<file path="src/rtl/comma_lock_detect_pkg.sv">
// rtl/comma_lock_detect_pkg.sv - shared FSM encodings and parameter legality check for comma_lock_detect
//
// Contents:
//   lock_state_t  : HUNT / CHECK / LOCKED state encoding (HUNT is the reset state, value 0)
//   params_legal  : elaboration-time check of the parameter set
package comma_lock_detect_pkg;

    typedef enum logic [1:0] {
        ST_HUNT   = 2'd0,
        ST_CHECK  = 2'd1,
        ST_LOCKED = 2'd2
    } lock_state_t;

    // Returns 1 when the parameter combination is usable by the detector.
    function automatic bit params_legal(
        input int word_size,
        input int index_size,
        input int pat_len,
        input int lock_hits,
        input int unlock_misses
    );
        bit ok;
        ok = 1'b1;
        if (word_size < 2)                      ok = 1'b0;
        if (index_size < 1)                     ok = 1'b0;
        if ((2 ** index_size) < word_size)      ok = 1'b0;
        if (pat_len < 2 || pat_len > word_size) ok = 1'b0;
        if (lock_hits < 1)                      ok = 1'b0;
        if (unlock_misses < 1)                  ok = 1'b0;
        return ok;
    endfunction

endpackage

</file>
<file path="src/rtl/comma_priority_enc.sv">
// rtl/comma_priority_enc.sv - comma match vector and lowest-index priority encoder
//
// Ports:
//   ext        in  WORD_SIZE+PAT_LEN-1  search vector {word, tail}
//   match_vec  out WORD_SIZE            bit i set when ext[i+PAT_LEN-1:i] == PATTERN
//   any_match  out 1                    at least one bit of match_vec set
//   low_index  out INDEX_SIZE           lowest set position of match_vec, 0 when none
module comma_priority_enc #(
    parameter int                 WORD_SIZE  = 16,
    parameter int                 INDEX_SIZE = 4,
    parameter int                 PAT_LEN    = 3,
    parameter logic [PAT_LEN-1:0] PATTERN    = 3'b101
) (
    input  logic [WORD_SIZE+PAT_LEN-2:0] ext,
    output logic [WORD_SIZE-1:0]         match_vec,
    output logic                         any_match,
    output logic [INDEX_SIZE-1:0]        low_index
);

    always_comb begin
        match_vec = '0;
        for (int i = 0; i < WORD_SIZE; i++) begin
            match_vec[i] = (ext[i +: PAT_LEN] == PATTERN);
        end
    end

    assign any_match = |match_vec;

    // Scan from the top down so the last assignment wins with the lowest index.
    always_comb begin
        low_index = '0;
        for (int i = WORD_SIZE - 1; i >= 0; i--) begin
            if (match_vec[i]) begin
                low_index = INDEX_SIZE'(i);
            end
        end
    end

endmodule

</file>
<file path="src/rtl/comma_lock_detect.sv">
// rtl/comma_lock_detect.sv - comma pattern search with HUNT/CHECK/LOCKED alignment lock
//
// Ports:
//   trigger      in  1             clock, rising edge
//   reset_n      in  1             asynchronous active-low reset
//   word_in      in  WORD_SIZE     data word to search
//   valid_in     in  1             word_in qualifier
//   valid_out    out 1             one-cycle pulse per accepted word
//   found        out 1             last accepted word contained a match
//   index_out    out INDEX_SIZE    lowest matching index of last accepted word
//   match_count  out INDEX_SIZE+1  number of matching positions (overlaps counted)
//   locked       out 1             FSM is in LOCKED
//   lock_index   out INDEX_SIZE    candidate / locked alignment index
module comma_lock_detect
    import comma_lock_detect_pkg::*;
#(
    parameter int                 WORD_SIZE     = 16,
    parameter int                 INDEX_SIZE    = 4,
    parameter int                 PAT_LEN       = 3,
    parameter logic [PAT_LEN-1:0] PATTERN       = 3'b101,
    parameter int                 LOCK_HITS     = 3,
    parameter int                 UNLOCK_MISSES = 2
) (
    input  logic                  trigger,
    input  logic                  reset_n,
    input  logic [WORD_SIZE-1:0]  word_in,
    input  logic                  valid_in,
    output logic                  valid_out,
    output logic                  found,
    output logic [INDEX_SIZE-1:0] index_out,
    output logic [INDEX_SIZE:0]   match_count,
    output logic                  locked,
    output logic [INDEX_SIZE-1:0] lock_index
);

    if (!params_legal(WORD_SIZE, INDEX_SIZE, PAT_LEN, LOCK_HITS, UNLOCK_MISSES)) begin : g_bad_params
        $error("comma_lock_detect: illegal parameter combination");
    end

    localparam int HITS_W = $clog2(LOCK_HITS + 1);
    localparam int MISS_W = $clog2(UNLOCK_MISSES + 1);

    // Top PAT_LEN-1 bits of the previous accepted word, so straddling commas are seen.
    logic [PAT_LEN-2:0]          tail;
    logic [WORD_SIZE+PAT_LEN-2:0] ext;

    logic [WORD_SIZE-1:0]  match_vec;
    logic                  any_match;
    logic [INDEX_SIZE-1:0] low_index;
    logic [INDEX_SIZE:0]   count_comb;

    lock_state_t           state, state_next;
    logic [HITS_W-1:0]     hits, hits_next;
    logic [MISS_W-1:0]     misses, misses_next;
    logic [INDEX_SIZE-1:0] lock_index_next;
    logic                  hit_at_lock;

    assign ext = {word_in, tail};

    comma_priority_enc #(
        .WORD_SIZE  (WORD_SIZE),
        .INDEX_SIZE (INDEX_SIZE),
        .PAT_LEN    (PAT_LEN),
        .PATTERN    (PATTERN)
    ) u_enc (
        .ext       (ext),
        .match_vec (match_vec),
        .any_match (any_match),
        .low_index (low_index)
    );

    always_comb begin
        count_comb = '0;
        for (int i = 0; i < WORD_SIZE; i++) begin
            count_comb = count_comb + (INDEX_SIZE+1)'(match_vec[i]);
        end
    end

    assign hit_at_lock = match_vec[lock_index];

    // Next-state logic; only consumed on accepted words.
    always_comb begin
        state_next      = state;
        hits_next       = hits;
        misses_next     = misses;
        lock_index_next = lock_index;
        case (state)
            ST_HUNT: begin
                if (any_match) begin
                    lock_index_next = low_index;
                    hits_next       = HITS_W'(1);
                    misses_next     = '0;
                    state_next      = (LOCK_HITS <= 1) ? ST_LOCKED : ST_CHECK;
                end
            end
            ST_CHECK: begin
                if (hit_at_lock) begin
                    if (hits >= HITS_W'(LOCK_HITS - 1)) begin
                        hits_next   = HITS_W'(LOCK_HITS);
                        misses_next = '0;
                        state_next  = ST_LOCKED;
                    end else begin
                        hits_next = hits + HITS_W'(1);
                    end
                end else if (any_match) begin
                    lock_index_next = low_index;
                    hits_next       = HITS_W'(1);
                end else begin
                    hits_next  = '0;
                    state_next = ST_HUNT;
                end
            end
            ST_LOCKED: begin
                if (hit_at_lock) begin
                    misses_next = '0;
                end else if (misses >= MISS_W'(UNLOCK_MISSES - 1)) begin
                    misses_next = '0;
                    hits_next   = '0;
                    state_next  = ST_HUNT;
                end else begin
                    misses_next = misses + MISS_W'(1);
                end
            end
            default: begin
                hits_next   = '0;
                misses_next = '0;
                state_next  = ST_HUNT;
            end
        endcase
    end

    always_ff @(posedge trigger or negedge reset_n) begin
        if (!reset_n) begin
            tail        <= '0;
            valid_out   <= 1'b0;
            found       <= 1'b0;
            index_out   <= '0;
            match_count <= '0;
            locked      <= 1'b0;
            lock_index  <= '0;
            state       <= ST_HUNT;
            hits        <= '0;
            misses      <= '0;
        end else begin
            valid_out <= valid_in;
            if (valid_in) begin
                tail        <= word_in[WORD_SIZE-1 -: PAT_LEN-1];
                found       <= any_match;
                index_out   <= low_index;
                match_count <= count_comb;
                state       <= state_next;
                hits        <= hits_next;
                misses      <= misses_next;
                lock_index  <= lock_index_next;
                locked      <= (state_next == ST_LOCKED);
            end
        end
    end

endmodule

</file>
<file path="config.mk">
export PLATFORM = sky130hd
export DESIGN_NAME = comma_lock_detect
export DESIGN_NICKNAME = d
export VERILOG_FILES = /design/src/rtl/comma_lock_detect_pkg.sv /design/src/rtl/comma_priority_enc.sv /design/src/rtl/comma_lock_detect.sv
export SDC_FILE = /design/constraint.sdc
export NUM_CORES = 1
export LEC_CHECK = 0
export CAP_MARGIN = 20
export CORE_ASPECT_RATIO = 2
export CORE_MARGIN = 2
export CORE_UTILIZATION = 45
export CTS_CLUSTER_DIAMETER = 60
export CTS_CLUSTER_SIZE = 16
export DETAILED_ROUTE_END_ITERATION = 10
export PLACE_DENSITY_LB_ADDON = 0.08
export SKIP_CTS_REPAIR_TIMING = 1
export SYNTH_ARGS = -nofsm -noshare
export SYNTH_HDL_FRONTEND = slang
export SYNTH_SLANG_ARGS = --single-unit
</file>
<file path="constraint.sdc">
create_clock -name trigger -period 4.97 [get_ports trigger]
set_input_delay 1.491 -clock trigger [delete_from_list [all_inputs] [get_ports trigger]]
set_output_delay 1.491 -clock trigger [all_outputs]
set_load 0.005 [all_outputs]
</file>
==> impl_results.md <==
- Outcome: complete, no violations
- IR drop worst, VDD: 0.261 mV
- Max Slew Vio Count: 0
- Std-Cell Core Area: 4510 sq um
- Crit-path max FO: 5
- Timing startpoint of the critical path: word_in[7]
- DP Cell Count: 336
- Worst r2r path cells: 11
- Kind of start point of the critical path: primary input
- Clock tree buffer depth: 2
- DR WL/cell: 15.0 microns
- Count of cell types in the netlist: 58
- Kind of path behind the tightest hold check: register to register
- Sequential cell area: 601 sq um
- Number of synthesized register bits: 24
- Via count of the first global-routing pass: 1948
- Number of rows in the core area: 35
- Overall global routing resource usage: 22.0%
- Post-detailed-routing wire length: 5.20 mm
- Post-route design area: 2870 sq um
- Number of antenna violations at the first check in global routing: 0
- Diodes inserted: 0
- DR pass1 iterations: 4
- Reg clk slew, reported paths: 0.08 ns
- FF-to-FF End: match_count[2]$_DFFE_PN0P_
- Remaining number of nets flagged by the antenna check after routing: 0
- Instance area at placement: 2660 sq um
- Grt total ovfl: 0
- Most frequent cells after synthesis: 30 x sky130_fd_sc_hd__inv_1, 24 x sky130_fd_sc_hd__dfrtp_1, 18 x sky130_fd_sc_hd__nand2_1, 17 x sky130_fd_sc_hd__nor2b_1
- Die width: 52.1 microns
- Worst setup path category: primary input to register
- Final cell count without fillers: 346
- Num ports: 35
- Hold Violations, Final: 0
- Final-layout fill cell count: 413
- Dominant synthesized flop cell: sky130_fd_sc_hd__dfrtp_1
- Global placement routability congestion: 0.929
- Cell type with the largest total area after synthesis: sky130_fd_sc_hd__dfrtp_1
- Root Buffer: sky130_fd_sc_hd__clkbuf_8
- Insertion delay of the later-clocked pin in the worst-skew pair: 0.26 ns
- Average size of a mapped cell: 9.24 sq um
- Half-perimeter wire length of the detailed placement result: 4.10 mm
- Worst hold path stage count: 1
- Global-route wire length before repair: 8.87 mm
- Placement-stage worst setup slack: -0.613 ns
- Clock buffers created by TritonCTS: 3
- Area used by multi-input combinational logic: 1390 sq um
- Relative max-transition margin: 65.6%
- Drt initial violations: 35
- Count of final setup violators: 0
- Die Y: 100 microns
- Leakage power: 1.48 nW
- Largest cells by area after synthesis: sky130_fd_sc_hd__dfrtp_1 29%, sky130_fd_sc_hd__fa_1 9.6%, sky130_fd_sc_hd__inv_1 5.4%
- Fin util: 63.6%
- Total of max-cap violations: 0
- TritonCTS clock tree: built
- Number of nets in the layout: 330
- Synth top area share: 28.9%
- Number of clock sinks seen by CTS: 24
- Die Outline Area: 5210 sq um
- Vias per std cell: 5.56
- Synth Warn #: 0
- Worst slew pin tran: 0.513 ns
- Maximum level of the CTS H-tree: 1
- Sequential share of the synthesized area: 28.9%
- Post-synth EDFFs: 0
- Clock period minus final worst setup slack: 4.81 ns
- Share of synthesized registers carrying an async set or reset: 100%
- Worst clock skew: 0.00229 ns
- Detailed-route via count: 1925
- Fmax: 0.208 GHz
- Largest net degree at the start of global routing: 25
- Worst Path Arrival: 4.96 ns
- Net count of the mapped netlist: 262
- Post-route worst hold slack: 0.508 ns
- Critical Path End Type: register
- Initial core utilization: 46.1%
- Hold Crit Start: index_out[2]$_DFFE_PN0P_
- Period utilization: 96.9%
- Required time at the endpoint of the critical path: 5.12 ns
- Number of buffers inserted by port buffering: 34
- Unrepaired setup endpoints after global routing: false
- Ratio of cells with drive above 1 in the final layout: 25.4%
- Post-synthesis instance total: 225
- Register-to-register setup slack: 1.16 ns
- Worst setup margin: 0.156 ns
- Signed area change from the synthesized netlist to the final layout: 38.1%
- Areal power density over the cells: 331 nW/um^2
- Worst R2R Start: tail[1]$_DFFE_PN0P_
- Post-synthesis instance area: 2080 sq um
- Sink of the worst hold path: index_out[2]$_DFFE_PN0P_
- Most frequent cell after synthesis: sky130_fd_sc_hd__inv_1
- Drt drc: 0
layout by cell type (no fill, tap or decap), drive strengths merged, types with 3 or more instances in the layout:
cell	instances
nand3	5
clkbuf	4
mux2	14
inv	30
dlymetal6s2s	15
nor2b	17
ha	8
fa	10
buf	35
nand3b	4
nor3	4
a21o	3
clkdlybuf4s50	18
nand2	18
dfrtp	24
a21oi	9
a31oi	4
and2	6
o21ai	9
nor2	7
cell families after synthesis:
kind of cell / synth area share [%]
xor+xnor: 0.843
simple gates: 20.0
buf+inv: 7.10
fa+ha+maj: 14.4
mux: 8.79
compound gates: 19.9
flops: 28.9
registers in the layout, indices dropped and copies added (netlist names):
signal	flops
valid_out	1
tail	2
locked	1
misses	2
lock_index	4
state	2
hits	2
index_out	4
match_count	5
found	1
power breakdown:
group          internal [mW]  switching (mW)
clock network         0.0541          0.0568
logic                  0.275           0.222
registers              0.255          0.0864
total                  0.584           0.366
area by class of cell:
class,instances,share of cell area (%)
clock buffer,3,1.44
inverter,30,3.92
multi-input combinational,165,48.5
sequential,24,20.9
tap,55,2.40
timing repair buffer,69,22.8
worst max-delay path: stages:
cell	delay [ns]
sky130_fd_sc_hd__dlymetal6s2s_1	0.16
sky130_fd_sc_hd__nor2b_2	0.17
sky130_fd_sc_hd__and2_1	0.18
sky130_fd_sc_hd__fa_1	0.51
sky130_fd_sc_hd__fa_2	0.55
sky130_fd_sc_hd__fa_1	0.43
sky130_fd_sc_hd__fa_1	0.52
sky130_fd_sc_hd__ha_2	0.18
sky130_fd_sc_hd__inv_1	0.05
sky130_fd_sc_hd__fa_2	0.34
sky130_fd_sc_hd__xnor2_1	0.12
sky130_fd_sc_hd__mux2_2	0.26
through the flow:
stage	TNS (ns)	total power, mW
final	0	0.950
after global routing	0	1.03
after CTS	-1.18	0.944
after detailed placement	-2.31	0.832
after global placement	-2.15	0.821
after floorplan	0	0.649
worst max path at each step:
stage / depth (start not counted) / to / slack [ns]
3_3_place_gp: 12 / match_count[2]$_DFFE_PN0P_ / -0.59
5_1_grt: 14 / match_count[2]$_DFFE_PN0P_ / 0.02
3_5_place_dp: 12 / match_count[2]$_DFFE_PN0P_ / -0.61
6_report: 12 / match_count[2]$_DFFE_PN0P_ / 0.16
2_1_floorplan: 13 / match_count[2]$_DFFE_PN0P_ / 0.02
4_1_cts: 12 / match_count[2]$_DFFE_PN0P_ / -0.36
per-layer routing:
layer  part of all wire, %  GRT usage [%]  vias up
met5                     0              0        -
met3                   4.3           2.83       12
li1                      -              -      932
met1                    43           29.3      935
met2                    49           35.9       46
met4                   3.8           7.89        0
(Power assumes the default switching activity.)
